===== config.mk =====
export PLATFORM = sky130hd
export DESIGN_NAME = iob_wishbone2iob
export DESIGN_NICKNAME = d
export VERILOG_FILES = /design/src/rtl/iob_wishbone2iob.sv
export SDC_FILE = /design/constraint.sdc
export NUM_CORES = 1
export LEC_CHECK = 0
export CAP_MARGIN = 25
export CORE_ASPECT_RATIO = 1.2
export CORE_UTILIZATION = 29
export CTS_CLUSTER_DIAMETER = 150
export DETAILED_ROUTE_END_ITERATION = 8
export GPL_TIMING_DRIVEN = 0
export PLACE_DENSITY = 0.62
export SLEW_MARGIN = 20
export SYNTH_ARGS = -nofsm -noshare
export SYNTH_HDL_FRONTEND = slang
export SYNTH_SLANG_ARGS = --single-unit

===== constraint.sdc =====
create_clock -name clk_i -period 1.9 [get_ports clk_i]
set_clock_uncertainty 0.2 [all_clocks]
set_input_delay 0.19 -clock clk_i [delete_from_list [all_inputs] [get_ports clk_i]]
set_output_delay 0.19 -clock clk_i [all_outputs]
set_load 0.1 [all_outputs]

===== src/rtl/iob_wishbone2iob.sv =====
// Wishbone B4 classic slave to IOb-bus master bridge.
// One transaction in flight, registered IOb request, optional response timeout.
module iob_wishbone2iob #(
  parameter int ADDR_W  = 32,
  parameter int DATA_W  = 32,
  parameter int TIMEOUT = 255
) (
  input  logic                  clk_i,
  input  logic                  cke_i,
  input  logic                  rst_i,
  input  logic [ADDR_W-1:0]     wb_addr_i,
  input  logic [DATA_W/8-1:0]   wb_select_i,
  input  logic                  wb_we_i,
  input  logic                  wb_cyc_i,
  input  logic                  wb_stb_i,
  input  logic [DATA_W-1:0]     wb_data_i,
  output logic                  wb_ack_o,
  output logic                  wb_err_o,
  output logic [DATA_W-1:0]     wb_data_o,
  output logic                  iob_avalid_o,
  output logic [ADDR_W-1:0]     iob_addr_o,
  output logic [DATA_W-1:0]     iob_wdata_o,
  output logic [DATA_W/8-1:0]   iob_wstrb_o,
  input  logic                  iob_ready_i,
  input  logic                  iob_rvalid_i,
  input  logic [DATA_W-1:0]     iob_rdata_i
);

  localparam int SEL_W = DATA_W / 8;
  localparam int CNT_W = (TIMEOUT > 1) ? $clog2(TIMEOUT) : 1;
  localparam logic [CNT_W-1:0] CNT_LAST = CNT_W'((TIMEOUT > 0) ? TIMEOUT - 1 : 0);

  localparam logic [1:0] IDLE   = 2'd0;
  localparam logic [1:0] REQ    = 2'd1;
  localparam logic [1:0] RDWAIT = 2'd2;
  localparam logic [1:0] ACK    = 2'd3;

  logic [1:0]        state_q,  state_d;
  logic              avalid_q, avalid_d;
  logic [ADDR_W-1:0] addr_q,   addr_d;
  logic [DATA_W-1:0] wdata_q,  wdata_d;
  logic [SEL_W-1:0]  wstrb_q,  wstrb_d;
  logic              ack_q,    ack_d;
  logic              err_q,    err_d;
  logic [DATA_W-1:0] rdata_q,  rdata_d;
  logic [CNT_W-1:0]  cnt_q,    cnt_d;
  logic              abort_q,  abort_d;
  logic              expire;
  logic              wbLive;

  assign expire = (TIMEOUT != 0) && (cnt_q == CNT_LAST);
  // Master still wants the result: cycle held and never dropped since acceptance.
  assign wbLive = wb_cyc_i & ~abort_q;

  always_comb begin
    state_d  = state_q;
    avalid_d = avalid_q;
    addr_d   = addr_q;
    wdata_d  = wdata_q;
    wstrb_d  = wstrb_q;
    ack_d    = 1'b0;
    err_d    = 1'b0;
    rdata_d  = rdata_q;
    cnt_d    = cnt_q;
    abort_d  = abort_q;
    case (state_q)
      IDLE: begin
        if (wb_cyc_i && wb_stb_i && !ack_q) begin
          addr_d   = wb_addr_i;
          wdata_d  = wb_data_i;
          wstrb_d  = wb_we_i ? wb_select_i : '0;
          avalid_d = 1'b1;
          cnt_d    = '0;
          abort_d  = 1'b0;
          state_d  = REQ;
        end
      end
      REQ: begin
        cnt_d = cnt_q + 1'b1;
        if (!wb_cyc_i) abort_d = 1'b1;
        // A zero strobe is a read on IOb, so it must wait for rvalid.
        if (iob_ready_i) begin
          avalid_d = 1'b0;
          state_d  = (wstrb_q != '0) ? ACK : RDWAIT;
        end else if (expire) begin
          avalid_d = 1'b0;
          err_d    = wbLive;
          state_d  = IDLE;
        end
      end
      RDWAIT: begin
        cnt_d = cnt_q + 1'b1;
        if (!wb_cyc_i) abort_d = 1'b1;
        if (iob_rvalid_i) begin
          if (wbLive) rdata_d = iob_rdata_i;
          state_d = ACK;
        end else if (expire) begin
          err_d   = wbLive;
          state_d = IDLE;
        end
      end
      default: begin
        ack_d   = wbLive;
        state_d = IDLE;
      end
    endcase
  end

  // Reset wins over the clock enable; a low enable freezes everything, stretching pulses.
  always_ff @(posedge clk_i) begin
    if (rst_i) begin
      state_q  <= IDLE;
      avalid_q <= 1'b0;
      addr_q   <= '0;
      wdata_q  <= '0;
      wstrb_q  <= '0;
      ack_q    <= 1'b0;
      err_q    <= 1'b0;
      rdata_q  <= '0;
      cnt_q    <= '0;
      abort_q  <= 1'b0;
    end else if (cke_i) begin
      state_q  <= state_d;
      avalid_q <= avalid_d;
      addr_q   <= addr_d;
      wdata_q  <= wdata_d;
      wstrb_q  <= wstrb_d;
      ack_q    <= ack_d;
      err_q    <= err_d;
      rdata_q  <= rdata_d;
      cnt_q    <= cnt_d;
      abort_q  <= abort_d;
    end
  end

  assign wb_ack_o     = ack_q;
  assign wb_err_o     = err_q;
  assign wb_data_o    = rdata_q;
  assign iob_avalid_o = avalid_q;
  assign iob_addr_o   = addr_q;
  assign iob_wdata_o  = wdata_q;
  assign iob_wstrb_o  = wstrb_q;

endmodule


* Word level (Yosys, flattened, before mapping)
Index checks and enable logic that the tools add are counted.
** Storage, ports and cells
- Bits in registers :: 114
- Output and inout port bits :: 103
- Logic and storage cells :: 55
** Cells by class
- Add/subtract/negate cells :: 1
- Equality and inequality tests :: 6
- Mux-type cells :: 21
- Bitwise logic cells :: 2
- Reductions and logical operators :: 15
** Operators by type and width (count)
- $pmux W8 S2 :: 1
- $reduce_and A4 Y1 :: 3
- $mux W1 :: 10
- $add A8 B1 Y8 const B :: 1
- $eq A8 B8 Y1 const B :: 1
- $mux W2 :: 4
- $mux W8 :: 1
- $pmux W1 S2 :: 3
- $pmux W2 S3 :: 1
- $reduce_and A3 Y1 :: 2
- $mux W4 :: 1
- $ne A2 B2 Y1 const B :: 2
- $reduce_bool A2 Y1 :: 2
- $reduce_bool A4 Y1 :: 1
- $ne A3 B3 Y1 const B :: 1
- $reduce_or A3 Y1 :: 1
- $eq A2 B1 Y1 const B :: 1
- $eq A2 B2 Y1 const B :: 1
- $logic_and A1 B1 Y1 :: 2
- $logic_not A2 Y1 :: 1
- $reduce_and A2 Y1 :: 1
- $reduce_or A2 Y1 :: 1
- $and A1 B1 Y1 :: 1
- $logic_not A1 Y1 :: 1
- $not A1 Y1 :: 1

* Depth between registers and ports, before layout
Gate-level depths: netlist of the first run.
- Depth after elaboration :: 5
- Mapped depth :: 8

* Worst setup path before layout of the first run
OpenSTA, ideal clock, no wires.
- Path kind :: register to register
- Start point :: reg ack_q (netlist: wb_ack_o)
- End point :: reg wdata_q[10] (netlist: iob_wdata_o[10])
- Library setup time :: 0.132 ns
- Arrival time :: 1.858 ns
- Slack :: -0.291 ns
- Cell stages (with the launch flop) :: 8
- Cell sequence :: dfxtp_1 > nor2b_1 > and4_1 > buf_2 > buf_4 > buf_2 > nand2_1 > a21oi_1
** On the way
- Cells in the longest elaborated chain, start to end :: 3
** Ends and longest elaborated chain
- from (decl) :: line 43 : logic ack_q, ack_d;
- from (signal assigned) :: line 128 : ack_q <= ack_d;
- $logic_not A1 Y1 :: line 68 : if (wb_cyc_i && wb_stb_i && !ack_q) begin
- $logic_and A1 B1 Y1 :: line 68
- $reduce_and A3 Y1 (no line)
- to (signal assigned) :: line 126 : wdata_q <= wdata_d;
- to (decl) :: line 41 : logic [DATA_W-1:0] wdata_q, wdata_d;
Every way passes these cells.
A chain may end at the register's enable or synchronous reset.

* Final worst setup path of the first run
- Start point :: reg state_q[0]
- End point :: reg cnt_q[6]
** On the way
- Cells in the longest elaborated chain, start to end :: 4
- Elaborated cells on any way between the ends :: 8
- Classes of those cells :: eq/ne (3); mux (1); reduce/logical (4)
** Ends and longest elaborated chain
- from (decl) :: line 38 : logic [1:0] state_q, state_d;
- from (signal assigned) :: line 123 : state_q <= state_d;
- $eq A2 B2 Y1 or $eq A2 B1 Y1 (tied branches) :: line 66 : case (state_q)
- $reduce_or A2 Y1 (no line)
- $reduce_bool A2 Y1 (no line)
- $reduce_and A3 Y1 (no line)
- to (signal assigned) :: line 131 : cnt_q <= cnt_d;
- to (decl) :: line 46 : logic [CNT_W-1:0] cnt_q, cnt_d;
Parallel ways exist; a longest one is shown, timed or not.

==> metrics.cfg, run 1 <==
[status]
outcome=finished, final reports clean

[cts]
htreeDepth=4
tritoncts=done
worst_setup_hold_path_clk_slew_ns=0.05
tritoncts_num_sinks=114
clock_tree.buffer_depth=2
cts-buffers-inserted=17
clkLatencyLatePin_ns=0.41
clock-root-buffer=clkbuf_16

[setup_path]
critPathRequiredTime_ns=2.03
critical_path.endpoint_type=register
regToRegEndpoint=cnt_q[6]$_SDFFE_PP0P_
arrival_time_at_the_worst_endpoint_ns=1.96
r2r_slack_ns=0.07
startpoint=state_q[0]$_SDFFE_PP0P_
critical_path.startpoint_type=register
r2r-start=state_q[0]$_SDFFE_PP0P_
critical_path.max_fanout=4
reg2regPathDepth=6
worstSetupPathType=reg -> reg

[placed_design]
place.detailed.instances=916
dpl_worst_slack_ns=-0.563
place.detailed.hpwl_um=10100
dpl-instance-area_sq_um=6570
gpl.final_weighted_congestion=0.755
port_buffers=209

[detailed_routing]
antenna_left=0
wl_met2_um=7100
routed_length_on_met3_um=652
detailroute.via_count=4409
detail_route.wirelength.met1_um=5450
dr.first_iter.drc_count=155
drt-pass1-iter-count=4
top_layer_used=met4
detail_route.drc_violations=0
route.detailed.wl_per_inst_um=14.2
detail_route.vias_per_cell=4.62
detail_route.wirelength_um=13500

[final_layout]
synthToLayoutAreaGrowth_pct=74.6
antennaDiodeCount=0
drive_gt1_frac=0.228
fillCellCount=1348
nets_finish=881
finalInstanceArea_sq_um=7440
final-instance-count-excl-fill=955

[floorplanning]
die_area_sq_um=15200
rows=48
io-pin-count=211
die_width_um=113
initial_utilization=0.297
core_area_sq_um=14400
chipHeight_um=135

[yosys]
yosysWarnings=0
synth-main-ff-cell=dfxtp_1
synth_sequential_area_ratio=0.536
yosys.cell_count.top_type=nand2_1
synth_area_leader_cell=dfxtp_1
synthesis.instances=532
netlist.area_leader.share=0.536
synth-seq-cells=114
yosys-top-cells-area=dfxtp_1, nand2_1, a21oi_1
synth_top_cells_by_count=nand2_1, dfxtp_1, a21oi_1, clkbuf_1, buf_2
syn-mean-instance-area_sq_um=8.01
synth-edff-count=0
async_reset_ff_frac=0
synth_area_sq_um=4260
ys_types=40
synth_fp_nets=646

[timing]
worst_pin_slew_ns=0.669
setup_slack_ns=0.0695
period_share=0.963
setup-violations-final=0
final_period_minus_worst_setup_slack_ns=1.83
timing_hold_violations_final=0
fmaxAchievable_ghz=0.546
rsz0062_at_grt=yes
slew_headroom=0.554
timing_max_transition_violations_final=0
summed_negative_setup_slack_over_all_endpoints_ns=0

[hold_path]
hold_path_startpoint=rst_i
cell_count_of_the_worst_hold_path=3
class_of_the_worst_hold_path=in -> reg
min_delay_worst_endpoint=state_q[1]$_SDFFE_PP0P_

[job]
timing.max_cap.violations=0

[grt]
total_global_routing_track_utilization=0.178
number_of_global_route_vias_before_repair=4301
pin_count_of_the_biggest_net_entering_global_routing=17
grt_first_pass_wirelength_um=20900
grt_antenna_before_repair=0
globalRouteOverflowTotal=0

[power]
power_density_nw_per_um2=906
report.power.total_mw=6.74
worst_ir_drop_vdd_uv=414
leakagePower_nw=2.61

-- state kept, by name, indices dropped and copies added, names as in the netlist --
| register | count |
|---|---|
| wb_ack_o | 1 |
| wb_data_o | 32 |
| iob_addr_o | 32 |
| cnt_q | 8 |
| iob_wstrb_o | 4 |
| state_q | 2 |
| iob_avalid_o | 1 |
| wb_err_o | 1 |
| iob_wdata_o | 32 |
| abort_q | 1 |
-- report_power, final --
group / switching, mW / leakage (nW) / internal (mW)
Clock: 1.09 / 0.302 / 2.19
Sequential: 0.0320 / 0.924 / 2.45
Combinational: 0.626 / 1.38 / 0.354
-- routing by layer --
metal / vias up / GRT usage
met5: - / 0
met4: 0 / 0.0926
met3: 27 / 0.0471
met2: 138 / 0.330
met1: 2018 / 0.183
li1: 2226 / -
-- layout make-up --
class | instances | area, sq um | area share
Clock buffer | 22 | 484 | 0.0651
Clock inverter | 10 | 130 | 0.0175
Multi-Input combinational cell | 374 | 1830 | 0.246
Timing Repair Buffer | 217 | 2280 | 0.307
Sequential cell | 114 | 2290 | 0.308
Buffer | 35 | 171 | 0.0230
Tap cell | 175 | 219 | 0.0294
Inverter | 8 | 35.0 | 0.00471
-- logic make-up after synthesis --
family                   Yosys count  share of synthesized area
AND/OR/NAND/NOR                  237                      0.230
AO/OA/AOI/OAI                    127                      0.165
adder cells (fa/ha/maj)            6                     0.0176
XOR/XNOR                           4                    0.00822
flip-flops                       114                      0.536
buffers and inverters             44                     0.0441
-- critical path, cell delays in order, from the launching register on --
cell	delay, ns
dfxtp_4	0.37
inv_4	0.05
ha_4	0.26
and2b_2	0.21
o21ai_2	0.10
or3_4	0.37
a211oi_2	0.20
-- worst max-delay path by stage --
stage | depth (start not counted) | to | slack, ns
2_1_floorplan | 6 | cnt_q[7]$_SDFFE_PP0P_ | 0.01
3_3_place_gp | 6 | abort_q$_SDFFE_PP0P_ | -0.54
3_5_place_dp | 6 | cnt_q[5]$_SDFFE_PP0P_ | -0.56
4_1_cts | 6 | wb_data_o[19]$_SDFFE_PP0P_ | 0.02
5_1_grt | 6 | cnt_q[6]$_SDFFE_PP0P_ | -0.002
6_report | 6 | cnt_q[6]$_SDFFE_PP0P_ | 0.07
-- through the flow --
stage / hold slack [ns] / util
4_1_cts: 0.0835 / 0.515
6_report: 0.0941 / 0.518
2_1_floorplan: 0.126 / -
3_5_place_dp: 0.247 / 0.458
5_1_grt: 0.119 / 0.518
3_3_place_gp: 0.242 / 0.458
-- layout by cell type (no fill, tap or decap), types with 9 or more instances in the layout --
master	synthesis	layout
a21oi_1	106	106
buf_2	12	10
buf_4	2	9
clkbuf_1	21	17
clkbuf_16	0	17
clkdlybuf4s15_2	0	103
clkdlybuf4s50_1	0	106
dfxtp_1	114	111
nand2_1	197	197
-- repair_timing --
action / 4_1_cts / 5_1_grt
gates cloned: 0 / 0
buffers inserted: 7 / 1
setup endpoints to repair: 209 / 45
hold endpoints to repair: 0 / 0
pin swaps: 2 / 2
hold buffers: 0 / 0
resized for setup: 320 / 14
Note: power is estimated with default switching activity, not from simulation.
==> inputs of run 2 (changes only) <==
Settings changed: GPL_ROUTABILITY_DRIVEN set to 0.
==> results of run 2 <==
Same layout as run 1: the final DEF is identical, and so are final timing and power.
==> inputs of run 3 (changes only) <==
Settings changed: SKIP_LAST_GASP set to 1.
==> metrics.cfg, run 3 (synthesis gave the netlist of run 1 again) <==
[status]
outcome=finished, final reports clean

[cts]
clock_tree.buffer_depth=2  ; unchanged
tritoncts_num_sinks=114  ; unchanged
worst_setup_hold_path_clk_slew_ns=0.05  ; about the same
htreeDepth=4  ; unchanged
holdBufCountCts=0  ; unchanged
clkLatencyLatePin_ns=0.41  ; about the same
cts-buffers-inserted=17  ; unchanged
tritoncts=done
clock-root-buffer=clkbuf_16

[setup_path]
critPathRequiredTime_ns=2.03  ; about the same
critical_path.endpoint_type=register
arrival_time_at_the_worst_endpoint_ns=1.96  ; about the same
critical_path.startpoint_type=register
critical_path.max_fanout=4  ; unchanged
worstSetupPathType=reg -> reg

[hold_path]
class_of_the_worst_hold_path=in -> reg

[grt]
grt_antenna_before_repair=0  ; unchanged
pin_count_of_the_biggest_net_entering_global_routing=17  ; unchanged
globalRouteOverflowTotal=0  ; unchanged
grt_first_pass_wirelength_um=20900  ; unchanged
number_of_global_route_vias_before_repair=4301  ; unchanged
total_global_routing_track_utilization=0.178  ; unchanged

[detailed_routing]
detailroute.via_count=4413  ; +0.091%
detail_route.drc_violations=0  ; unchanged
drt-pass1-iter-count=4  ; unchanged
detail_route.vias_per_cell=4.62  ; about the same
antenna_left=0  ; unchanged
dr.first_iter.drc_count=150  ; -3.2%
route.detailed.wl_per_inst_um=14.2  ; -0.23%
detail_route.wirelength_um=13500  ; -0.23%

[timing]
setup-violations-final=0  ; unchanged
worst_pin_slew_ns=0.674  ; +0.00492 ns
summed_negative_setup_slack_over_all_endpoints_ns=0  ; unchanged
final_period_minus_worst_setup_slack_ns=1.83  ; +0.00151 ns
slew_headroom=0.551  ; -0.00328
rsz0062_at_grt=yes
period_share=0.964  ; about the same
timing_hold_violations_final=0  ; unchanged
fmaxAchievable_ghz=0.546  ; about the same
timing_max_transition_violations_final=0  ; unchanged

[job]
timing.max_cap.violations=0  ; unchanged

[final_layout]
multi_input_logic_area_sq_um=1820  ; -0.21%
nets_finish=881  ; unchanged
antennaDiodeCount=0  ; unchanged
layout_common_cells=nand2_1, dfxtp_1, a21oi_1, clkdlybuf4s50_1, clkdlybuf4s15_2
drive_gt1_frac=0.228  ; unchanged
fillCellCount=1348  ; unchanged
final_common_cell=nand2_1
finalInstanceArea_sq_um=7430  ; about the same
ff_latch_area_sq_um=2290  ; unchanged
synthToLayoutAreaGrowth_pct=74.5  ; about the same
final_core_utilization=0.518  ; about the same

[power]
power_density_nw_per_um2=906  ; about the same
worst_ir_drop_vdd_uv=414  ; unchanged
leakagePower_nw=2.61  ; about the same

[floorplanning]
io-pin-count=211  ; unchanged
die_area_sq_um=15200  ; unchanged
rows=48  ; unchanged
initial_utilization=0.297  ; unchanged
core_area_sq_um=14400  ; unchanged
chipHeight_um=135  ; unchanged
die_width_um=113  ; unchanged

[placed_design]
port_buffers=209  ; unchanged
place.detailed.hpwl_um=10100  ; unchanged
dpl-instance-area_sq_um=6570  ; unchanged

## run 3: cell counts in the layout (fill, tap and decap cells not counted)
Identical to the previous run, type by type.
## run 3: area by class of cell
class / instances / share of cell area
plain buffers: 35 / 0.0231
clock buffers: 22 / 0.0651
clock inverters: 10 / 0.0175
inverters: 8 / 0.00471
multi-input cells: 374 / 0.245
flip-flops and latches: 114 / 0.308
well taps: 175 / 0.0295
repair buffers: 217 / 0.307
## run 3: final timing paths
check | from | endpoint | slack [ns] | cells after the start
max | state_q[0]$_SDFFE_PP0P_ | cnt_q[6]$_SDFFE_PP0P_ | 0.07 | 6
min | rst_i | state_q[1]$_SDFFE_PP0P_ | 0.09 | 3
max reg2reg | state_q[0]$_SDFFE_PP0P_ | cnt_q[6]$_SDFFE_PP0P_ | 0.07 | 6
min reg2reg | iob_addr_o[14]$_SDFFE_PP0P_ | iob_addr_o[14]$_SDFFE_PP0P_ | 0.25 | 2
## run 3: worst max-delay path, cell delays in order (launching register included)
cell	delay (ns)
dfxtp_4	0.37
inv_4	0.05
ha_4	0.26
and2b_2	0.21
o21ai_2	0.10
or3_4	0.37
a211oi_2	0.20
## run 3: layer usage
metal | GRT usage | share of wire | vias up
met1 | 0.183 | 0.40 | 2028
met4 | 0.0926 | 0.025 | 0
met5 | 0 | 0 | -
li1 | - | - | 2228
met2 | 0.330 | 0.53 | 132
met3 | 0.0471 | 0.050 | 25
## run 3: stage by stage
step	power (mW)	instances	hold slack, ns	worst slack, ns
detailed placement	3.50	916	0.247	-0.563
CTS	6.79	954	0.0835	0.0244
global route	6.96	955	0.119	-0.00357
floorplan	3.10	532	0.126	0.0132
global placement	3.49	916	0.242	-0.544
finish	6.74	955	0.0932	0.0680
## run 3: report_power, final
part           total [mW]  switching, mW  internal, mW
combinational       0.979          0.625         0.354
sequential           2.48         0.0320          2.45
clock                3.28           1.09          2.19
total                6.74           1.75          4.99
## run 3: timing repair
item | CTS | global route
buffers inserted | 7 | 1
endpoints found under the setup margin | 209 | 45
pin swaps | 2 | 2
resized for setup | 320 | 13
